File: src/rtl/regfile_pkg.sv
// Shared widths, types and constants for the register file slice.
package regfile_pkg;

  localparam int DEF_DATA_W = 32;
  localparam int DEF_ADDR_W = 5;

  typedef logic [DEF_ADDR_W-1:0] reg_addr_t;
  typedef logic [DEF_DATA_W-1:0] reg_data_t;

  localparam reg_addr_t ZERO_ADDR = '0;

endpackage

File: src/rtl/regfile_sb_if.sv
// Read, writeback and issue bundle between the core and regfile_sb.
interface regfile_sb_if
  import regfile_pkg::*;
#(
  parameter int DATA_W = DEF_DATA_W,
  parameter int ADDR_W = DEF_ADDR_W,
  parameter int NRD    = 2
);

  localparam int NREGS = 2**ADDR_W;

  logic [NRD*ADDR_W-1:0] rd_addr;
  logic [NRD*DATA_W-1:0] rd_data;
  logic [NRD-1:0]        rd_busy;
  logic                  wr_en;
  logic [ADDR_W-1:0]     wr_addr;
  logic [DATA_W-1:0]     wr_data;
  logic                  iss_en;
  logic [ADDR_W-1:0]     iss_addr;
  logic                  iss_ok;
  logic [NREGS-1:0]      busy_vec;

  modport master (
    output rd_addr, wr_en, wr_addr, wr_data,
    output iss_en, iss_addr,
    input  rd_data, rd_busy, iss_ok, busy_vec
  );

  modport slave (
    input  rd_addr, wr_en, wr_addr, wr_data,
    input  iss_en, iss_addr,
    output rd_data, rd_busy, iss_ok, busy_vec
  );

endinterface

File: src/rtl/regfile_scoreboard.sv
// Write-pending scoreboard: one busy bit per register.
// Issue sets, writeback clears; issue wins on a same-register collision.
module regfile_scoreboard
  import regfile_pkg::*;
#(
  parameter int ADDR_W   = DEF_ADDR_W,
  parameter int ZERO_REG = 1
) (
  input  logic                 clk,
  input  logic                 rst,
  input  logic                 iss_en,
  input  logic [ADDR_W-1:0]    iss_addr,
  input  logic                 wr_en,
  input  logic [ADDR_W-1:0]    wr_addr,
  output logic                 iss_ok,
  output logic [2**ADDR_W-1:0] busy_vec
);

  localparam int NREGS = 2**ADDR_W;
  localparam logic [ADDR_W-1:0] ZA = ADDR_W'(ZERO_ADDR);

  logic [NREGS-1:0] busy_nxt;
  logic             wr_hit;

  assign wr_hit = wr_en && (wr_addr == iss_addr);
  assign iss_ok = iss_en && (!busy_vec[iss_addr] || wr_hit);

  always_comb begin
    busy_nxt = busy_vec;
    if (wr_en) busy_nxt[wr_addr] = 1'b0;
    if (iss_ok) busy_nxt[iss_addr] = 1'b1;
    if (ZERO_REG != 0) busy_nxt[ZA] = 1'b0;
  end

  always_ff @(posedge clk or posedge rst) begin
    if (rst) busy_vec <= '0;
    else busy_vec <= busy_nxt;
  end

endmodule

File: src/rtl/regfile_sb.sv
// Multi-read-port register file with integrated write-pending scoreboard.
// Define REGFILE_BYPASS_EN to forward same-cycle writeback data to readers.
module regfile_sb
  import regfile_pkg::*;
#(
  parameter int DATA_W   = DEF_DATA_W,
  parameter int ADDR_W   = DEF_ADDR_W,
  parameter int NRD      = 2,
  parameter int ZERO_REG = 1
) (
  input logic        clk,
  input logic        rst,
  regfile_sb_if.slave bus
);

  localparam int NREGS = 2**ADDR_W;
  localparam logic [ADDR_W-1:0] ZA = ADDR_W'(ZERO_ADDR);

  logic [DATA_W-1:0]     regs [NREGS];
  logic [NREGS-1:0]      busy;
  logic                  iss_ok;
  logic                  wr_drop;
  logic [NRD*DATA_W-1:0] rdata;
  logic [NRD-1:0]        rbusy;

  assign wr_drop = (ZERO_REG != 0) && (bus.wr_addr == ZA);

  always_ff @(posedge clk or posedge rst) begin
    if (rst) begin
      for (int r = 0; r < NREGS; r++) regs[r] <= '0;
    end else if (bus.wr_en && !wr_drop) begin
      regs[bus.wr_addr] <= bus.wr_data;
    end
  end

  regfile_scoreboard #(
    .ADDR_W   (ADDR_W),
    .ZERO_REG (ZERO_REG)
  ) u_sb (
    .clk      (clk),
    .rst      (rst),
    .iss_en   (bus.iss_en),
    .iss_addr (bus.iss_addr),
    .wr_en    (bus.wr_en),
    .wr_addr  (bus.wr_addr),
    .iss_ok   (iss_ok),
    .busy_vec (busy)
  );

  for (genvar i = 0; i < NRD; i++) begin : g_rd
    logic [ADDR_W-1:0] a;
    logic              zero;
    assign a    = bus.rd_addr[i*ADDR_W +: ADDR_W];
    assign zero = (ZERO_REG != 0) && (a == ZA);
`ifdef REGFILE_BYPASS_EN
    logic hit;
    // Forwarding is suppressed under reset so readers see zeros.
    assign hit = bus.wr_en && !rst && (bus.wr_addr == a);
    assign rdata[i*DATA_W +: DATA_W] =
      zero ? '0 : (hit ? bus.wr_data : regs[a]);
    assign rbusy[i] = !zero && !hit && busy[a];
`else
    assign rdata[i*DATA_W +: DATA_W] = zero ? '0 : regs[a];
    assign rbusy[i] = !zero && busy[a];
`endif
  end

  assign bus.rd_data  = rdata;
  assign bus.rd_busy  = rbusy;
  assign bus.iss_ok   = iss_ok;
  assign bus.busy_vec = busy;

endmodule

File: src/flat_wrapper.sv
// flat-port wrapper written by rule: the top's interface ports become plain ports
module regfile_sb_flat import regfile_pkg::*;
#(
  parameter int DATA_W   = DEF_DATA_W,
  parameter int ADDR_W   = DEF_ADDR_W,
  parameter int NRD      = 2,
  parameter int ZERO_REG = 1
)
  (clk, rst, bus_rd_addr, bus_wr_en, bus_wr_addr, bus_wr_data, bus_iss_en, bus_iss_addr, bus_rd_data, bus_rd_busy, bus_iss_ok, bus_busy_vec);
  regfile_sb_if #(.DATA_W(DATA_W), .ADDR_W(ADDR_W), .NRD(NRD)) bus_i ();
  input logic clk;
  input logic rst;
  input wire logic [$bits(bus_i.rd_addr)-1:0] bus_rd_addr;
  input wire logic [$bits(bus_i.wr_en)-1:0] bus_wr_en;
  input wire logic [$bits(bus_i.wr_addr)-1:0] bus_wr_addr;
  input wire logic [$bits(bus_i.wr_data)-1:0] bus_wr_data;
  input wire logic [$bits(bus_i.iss_en)-1:0] bus_iss_en;
  input wire logic [$bits(bus_i.iss_addr)-1:0] bus_iss_addr;
  output wire logic [$bits(bus_i.rd_data)-1:0] bus_rd_data;
  output wire logic [$bits(bus_i.rd_busy)-1:0] bus_rd_busy;
  output wire logic [$bits(bus_i.iss_ok)-1:0] bus_iss_ok;
  output wire logic [$bits(bus_i.busy_vec)-1:0] bus_busy_vec;
  assign bus_i.rd_addr = bus_rd_addr;
  assign bus_i.wr_en = bus_wr_en;
  assign bus_i.wr_addr = bus_wr_addr;
  assign bus_i.wr_data = bus_wr_data;
  assign bus_i.iss_en = bus_iss_en;
  assign bus_i.iss_addr = bus_iss_addr;
  assign bus_rd_data = bus_i.rd_data;
  assign bus_rd_busy = bus_i.rd_busy;
  assign bus_iss_ok = bus_i.iss_ok;
  assign bus_busy_vec = bus_i.busy_vec;
  regfile_sb #(.DATA_W(DATA_W), .ADDR_W(ADDR_W), .NRD(NRD), .ZERO_REG(ZERO_REG)) u_core (.clk(clk), .rst(rst), .bus(bus_i));
endmodule
File: config.mk
export PLATFORM = sky130hd
export DESIGN_NAME = regfile_sb_flat
export DESIGN_NICKNAME = d
export VERILOG_FILES = /design/src/rtl/regfile_pkg.sv /design/src/rtl/regfile_sb_if.sv /design/src/rtl/regfile_scoreboard.sv /design/src/rtl/regfile_sb.sv /design/src/flat_wrapper.sv
export SDC_FILE = /design/constraint.sdc
export NUM_CORES = 2
export LEC_CHECK = 0
export ABC_AREA = 1
export CORE_MARGIN = 2
export CORE_UTILIZATION = 25
export DETAILED_ROUTE_END_ITERATION = 6
export RECOVER_POWER = 100
export REMOVE_ABC_BUFFERS = 1
export SYNTH_ARGS = -nofsm -noshare
export SYNTH_HDL_FRONTEND = slang
export SYNTH_SLANG_ARGS = --single-unit
File: constraint.sdc
create_clock -name clk -period 45.5 [get_ports clk]
set_clock_uncertainty 0.15 [all_clocks]
set_input_delay 9.1 -clock clk [delete_from_list [all_inputs] [get_ports clk]]
set_output_delay 9.1 -clock clk [all_outputs]
set_load 0.1 [all_outputs]
== Word-level counts from Yosys, hierarchy flattened ==
Index checks and enable logic that the tools add are counted.
Storage, ports and cells
  bits in registers: 1055
  input bits: 56
  output and inout port bits: 99
Cells by class
  order comparisons: 10
  equality and inequality tests: 1
  muxes and demuxes: 23
  bitwise gates (word level): 6
  reductions and logical operators: 16
Operators with widths (count)
  1024-bit bitwise mux: 1
  32-bit binary-select mux with 5-bit select: 2
  32-bit two-way mux: 9
  32-bit demux with 5-bit select: 1
  32-bit bitwise AND: 1
  32-bit NOT: 1
  32-bit OR: 1
  5-bit by 6-bit < comparator with 1-bit output (second input constant): 4
  6-bit >= comparator (second input constant): 3
  5-bit NOT with 6-bit output: 3
  1-bit binary-select mux with 5-bit select: 3
  5-bit logical NOT: 3
  1-bit demux with 5-bit select: 2
  5-bit by 1-bit >= comparator with 1-bit output (second input constant): 2
  1-bit logical AND: 8
  6-bit by 1-bit < comparator with 1-bit output (second input constant): 1
  5-bit equality test: 1
  1-bit two-way mux: 5
  1-bit logical NOT: 4
  1-bit logical OR: 1

== Longest topological paths before layout ==
  word-level depth: 9
  depth in mapped cells: 15
  depth with buffers taken out: 12

== Cells and area by module ==
Synthesis repeated with hierarchy kept, for this count alone.
Second synthesis, totals
  cells, all modules: 8776
  area total of the unflattened synthesis: 59484.6 um^2
Modules (own cells, without submodules)
  regfile_sb: times used 1, cells each 8471, area an instance 57288.7 um^2
  regfile_scoreboard: times used 1, cells each 305, area an instance 2195.9 um^2

== Least setup slack after synthesis ==
OpenSTA, ideal clock, no wires.
  path type: input -> output
  start: in bus_iss_addr[0]
  end: out bus_iss_ok
  arrival time: 12.077 ns
  slack: 24.173 ns
  stages on the path: 11
  cells stage by stage: buf_4 > inv_2 > buf_6 > nor2_1 > nand2_1 > nand3_1 > nand2_1 > nand2_1 > nor2_1 > nand2_1 > a21boi_0
Between the ends
  word-level cells in the longest chain between the ends: 5
  elaborated cells between the ends (all ways): 7
  those cells by class: eq/ne: 1; mux: 2; reduce/logical: 4
RTL lines
  start: declaration: line flat_wrapper.sv:18  | input wire logic [$bits(bus_i.iss_addr)-1:0] bus_iss_addr;
  1-bit binary-select mux with 5-bit select: line regfile_scoreboard.sv:26  | assign iss_ok = iss_en && (!busy_vec[iss_addr] || wr_hit);
  1-bit two-way mux (implied by the code): line regfile_scoreboard.sv:26
  1-bit logical NOT: line regfile_scoreboard.sv:26
  1-bit logical OR (*): line regfile_scoreboard.sv:26
  1-bit logical AND (*): line regfile_scoreboard.sv:26
  end: declaration: line flat_wrapper.sv:21  | output wire logic [$bits(bus_i.iss_ok)-1:0] bus_iss_ok;
Mark *: on every way between the ends. The rest lies on a longest branch, timed or not. The select of a mux whose other input is x is not followed.

== Worst setup path after layout ==
  start: in bus_rd_addr[1]
  end: out bus_rd_data[10]
Between the ends
  word-level cells in the longest chain between the ends: 5
  elaborated cells between the ends (all ways): 6
  those cells by class: mux: 4; bitwise: 1; reduce/logical: 1
RTL lines
  start: declaration: line flat_wrapper.sv:13  | input wire logic [$bits(bus_i.rd_addr)-1:0] bus_rd_addr;
  5-bit NOT with 6-bit output (implied by the code): line regfile_sb.sv:63  | assign rdata[i*DATA_W +: DATA_W] = zero ? '0 : regs[a];
  32-bit binary-select mux with 5-bit select: line regfile_sb.sv:63
  32-bit two-way mux (implied by the code) (2 in series): line regfile_sb.sv:63
  32-bit two-way mux (*): line regfile_sb.sv:63
  end: declaration: line flat_wrapper.sv:19  | output wire logic [$bits(bus_i.rd_data)-1:0] bus_rd_data;
Marks and branches as above.

==> impl_metrics.json <==
{
  "status": "finished with violations",
  "violations": "capacitance limit, slew limit",
  "crit_family": "buffers and inverters",
  "multi_input_area_um2": 26900,
  "htreeDepth": 3,
  "grt_pass1_vias": 54300,
  "dieArea_um2": 232000,
  "met2_usage_pct": 31.2,
  "slew_viol_final": 3617,
  "seq_area_um2": 26400,
  "maxCapViolCount": 64,
  "cts_hold_buf": 0,
  "nets": 7666,
  "gp_congestion": 0.850,
  "cts_buffers": 111,
  "pre_cts_slack_ps": 21350,
  "synth_seq_cells": 1055,
  "ant_nets": 0,
  "timing.critical_path.buf_inv": 6,
  "post-route-period-util_pct": 76.3,
  "critPathKind": "in2out",
  "antenna_found_initial": 11,
  "drt-initial-drc-count": 8566,
  "clkTransAtPathRegs_ps": 60,
  "syn_area_um2": 57100,
  "die_w_um": 482,
  "setup_tns_ps": 0,
  "track_usage_pct": 20.2,
  "maxSlewHeadroom_pct": -477,
  "hold_viol": 0,
  "max_freq_mhz": 28.8,
  "finalPower_uw": 2830,
  "fin_crit_ps": 34740,
  "ctsResizeCount": 0,
  "syn_to_final_growth_pct": 11.5,
  "grt-busiest-layer": "met2",
  "cts_tree": "done",
  "rsz0062_at_grt": "false",
  "powerDensity_nw_per_um2": 44.5,
  "dp_hpwl_um": 126000,
  "wl_um": 242000,
  "yosys.area.top_type": "dfrtp_1",
  "met1_usage_pct": 27.3,
  "synth_flop_cell": "dfrtp_1",
  "crit_required_ps": 36250,
  "dr.pass1.iters": 6,
  "irDropWorstVdd_v": 0.0000376,
  "root_buffer": "clkbuf_16",
  "yosys_warnings": 0,
  "routed_via_density": 5.41,
  "end_kind": "output pin",
  "crit_chain": "clkbuf_1 -> inv_4 -> nand2_1 -> clkinvlp_2 -> clkbuf_1 -> clkbuf_1 -> a22oi_1 -> o21ai_0 -> nand2_1 -> nand3_1 -> nor2_1 -> nor2_1 -> dlygate4sd3_1",
  "syn_inst": 7983,
  "grt_overflow": 0,
  "worst_setup_path_start_kind": "primary input",
  "core_um2": 227000,
  "drive_above_1_share_pct": 3.69,
  "seq_area_frac_synth_pct": 46.2,
  "worst_slack_ps": 10760,
  "worstHoldPathType": "reg2reg",
  "n_fill_cell": 24600,
  "avgSynthCellArea_um2": 7.15,
  "clk_latency_ps": 720,
  "leakage_uw": 0.0278,
  "cp_slowest_cell": "clkinvlp_2",
  "synth_area_leaders": "dfrtp_1 (46%), nand2_1 (16%), o21ai_0 (14%), nand3_1 (5.5%), nor2_1 (4.2%)",
  "grt_max_degree": 177,
  "drc": 0,
  "io_buffers": 153,
  "synth_cell_types": 35,
  "critPathMostFrequentCell": "clkbuf_1",
  "fp.dieH_um": 482,
  "critPathMaxFanout": 161,
  "clockBufferDepth": 3,
  "wl_per_cell_um": 22.6,
  "grt_use_met3_pct": 4.26,
  "synth_enable_flop_cells": 0,
  "async_reset_ff_share_pct": 100,
  "yosys.area.top_type_share_pct": 46.2,
  "setup_viol_count_final": 0,
  "cp.arrival_ps": 25490,
  "grt_pass1_wl_um": 358000,
  "numPlacedInstances": 10500,
  "vias": 58000,
  "critical_path.max_stage_delay_ps": 6370,
  "start_util_pct": 25.1,
  "cts_setup_buffers": 0,
  "final_cells": 10700,
  "num_io_pins": 155,
  "rows": 175,
  "clock_sinks": 1055,
  "tightestPinTransition_ps": 8600
}
synth_stat cells, types with 25 or more instances:
cell / instances
nand2_1: 2509
o21ai_0: 1605
dfrtp_1: 1055
nor2_1: 641
nand3_1: 628
clkbuf_1: 464
a21oi_1: 255
buf_2: 202
inv_1: 175
a22oi_1: 129
o211ai_1: 91
buf_1: 54
o22ai_1: 33
nand4_1: 25
layout make-up:
type	count	share of cell area, %
inverters	191	1.17
multi-input cells	5996	42.2
clock inverters	39	0.670
diodes	3	0.0118
flip-flops and latches	1055	41.5
repair buffers	255	3.32
clock buffers	165	5.24
well taps	3009	5.91
power breakdown:
group	internal, uW	switching [uW]
Combinational	188	431
Sequential	1120	142
Clock	550	405
sequential cells by signal, indices dropped and copies added (netlist names):
signal / count
u_core.regs: 1024
u_core.u_sb.busy_vec: 31
per-stage QoR:
step	hold slack (ps)	utilization [%]	cell area, um2
3_3_place_gp	211	26.5	60300
4_1_cts	225	28.2	64100
6_report	227	28.0	63700
5_1_grt	238	28.0	63700
3_5_place_dp	213	26.5	60300
2_1_floorplan	199	-	54000
final timing paths:
kind | from | endpoint | slack, ps | depth (start not counted)
max | bus_rd_addr[1] | bus_rd_data[10] | 10760 | 13
min | u_core.regs[1017]$_DFFE_PP0P_ | u_core.regs[1017]$_DFFE_PP0P_ | 230 | 0
max reg2reg | u_core.u_sb.busy_vec[12]$_DFF_PP0_ | u_core.u_sb.busy_vec[29]$_DFF_PP0_ | 43010 | 11
min reg2reg | u_core.regs[1017]$_DFFE_PP0P_ | u_core.regs[1017]$_DFFE_PP0P_ | 230 | 0
max in group asynchronous | rst | u_core.u_sb.busy_vec[5]$_DFF_PP0_ | 21700 | 5
min in group asynchronous | rst | u_core.regs[522]$_DFFE_PP0P_ | 9990 | 2
per-layer routing:
| layer | routed length (um) | up-vias |
|---|---|---|
| met4 | 12000 | 2 |
| met5 | 9 | - |
| met1 | 97900 | 27700 |
| li1 | - | 25700 |
| met2 | 104000 | 3849 |
| met3 | 27700 | 697 |
cell usage in the layout, fill, tap and decap left out, drive strengths merged, types with 7 or more instances in the layout:
cell / netlist / routed
inv: 189 / 186
a21oi: 255 / 255
nor3: 20 / 20
dlygate4sd3: 0 / 86
clkinvlp: 0 / 8
a22oi: 129 / 129
o31ai: 14 / 14
nor2: 644 / 644
clkinv: 2 / 28
nand2: 2509 / 2509
o21ai: 1628 / 1628
clkbuf: 464 / 220
o211ai: 91 / 91
nand4: 25 / 25
o22ai: 33 / 33
clkdlybuf4s50: 0 / 45
buf: 277 / 69
a211oi: 7 / 7
bufinv: 0 / 8
dfrtp: 1055 / 1055
nand3: 629 / 629
logic make-up after synthesis:
group                  share of synthesized area (%)
AO/OA/AOI/OAI                                   20.2
buffers and inverters                           6.73
flip-flops                                      46.2
other                                        0.00657
AND/OR/NAND/NOR                                 26.8
Power figures use the tool's default switching activity.
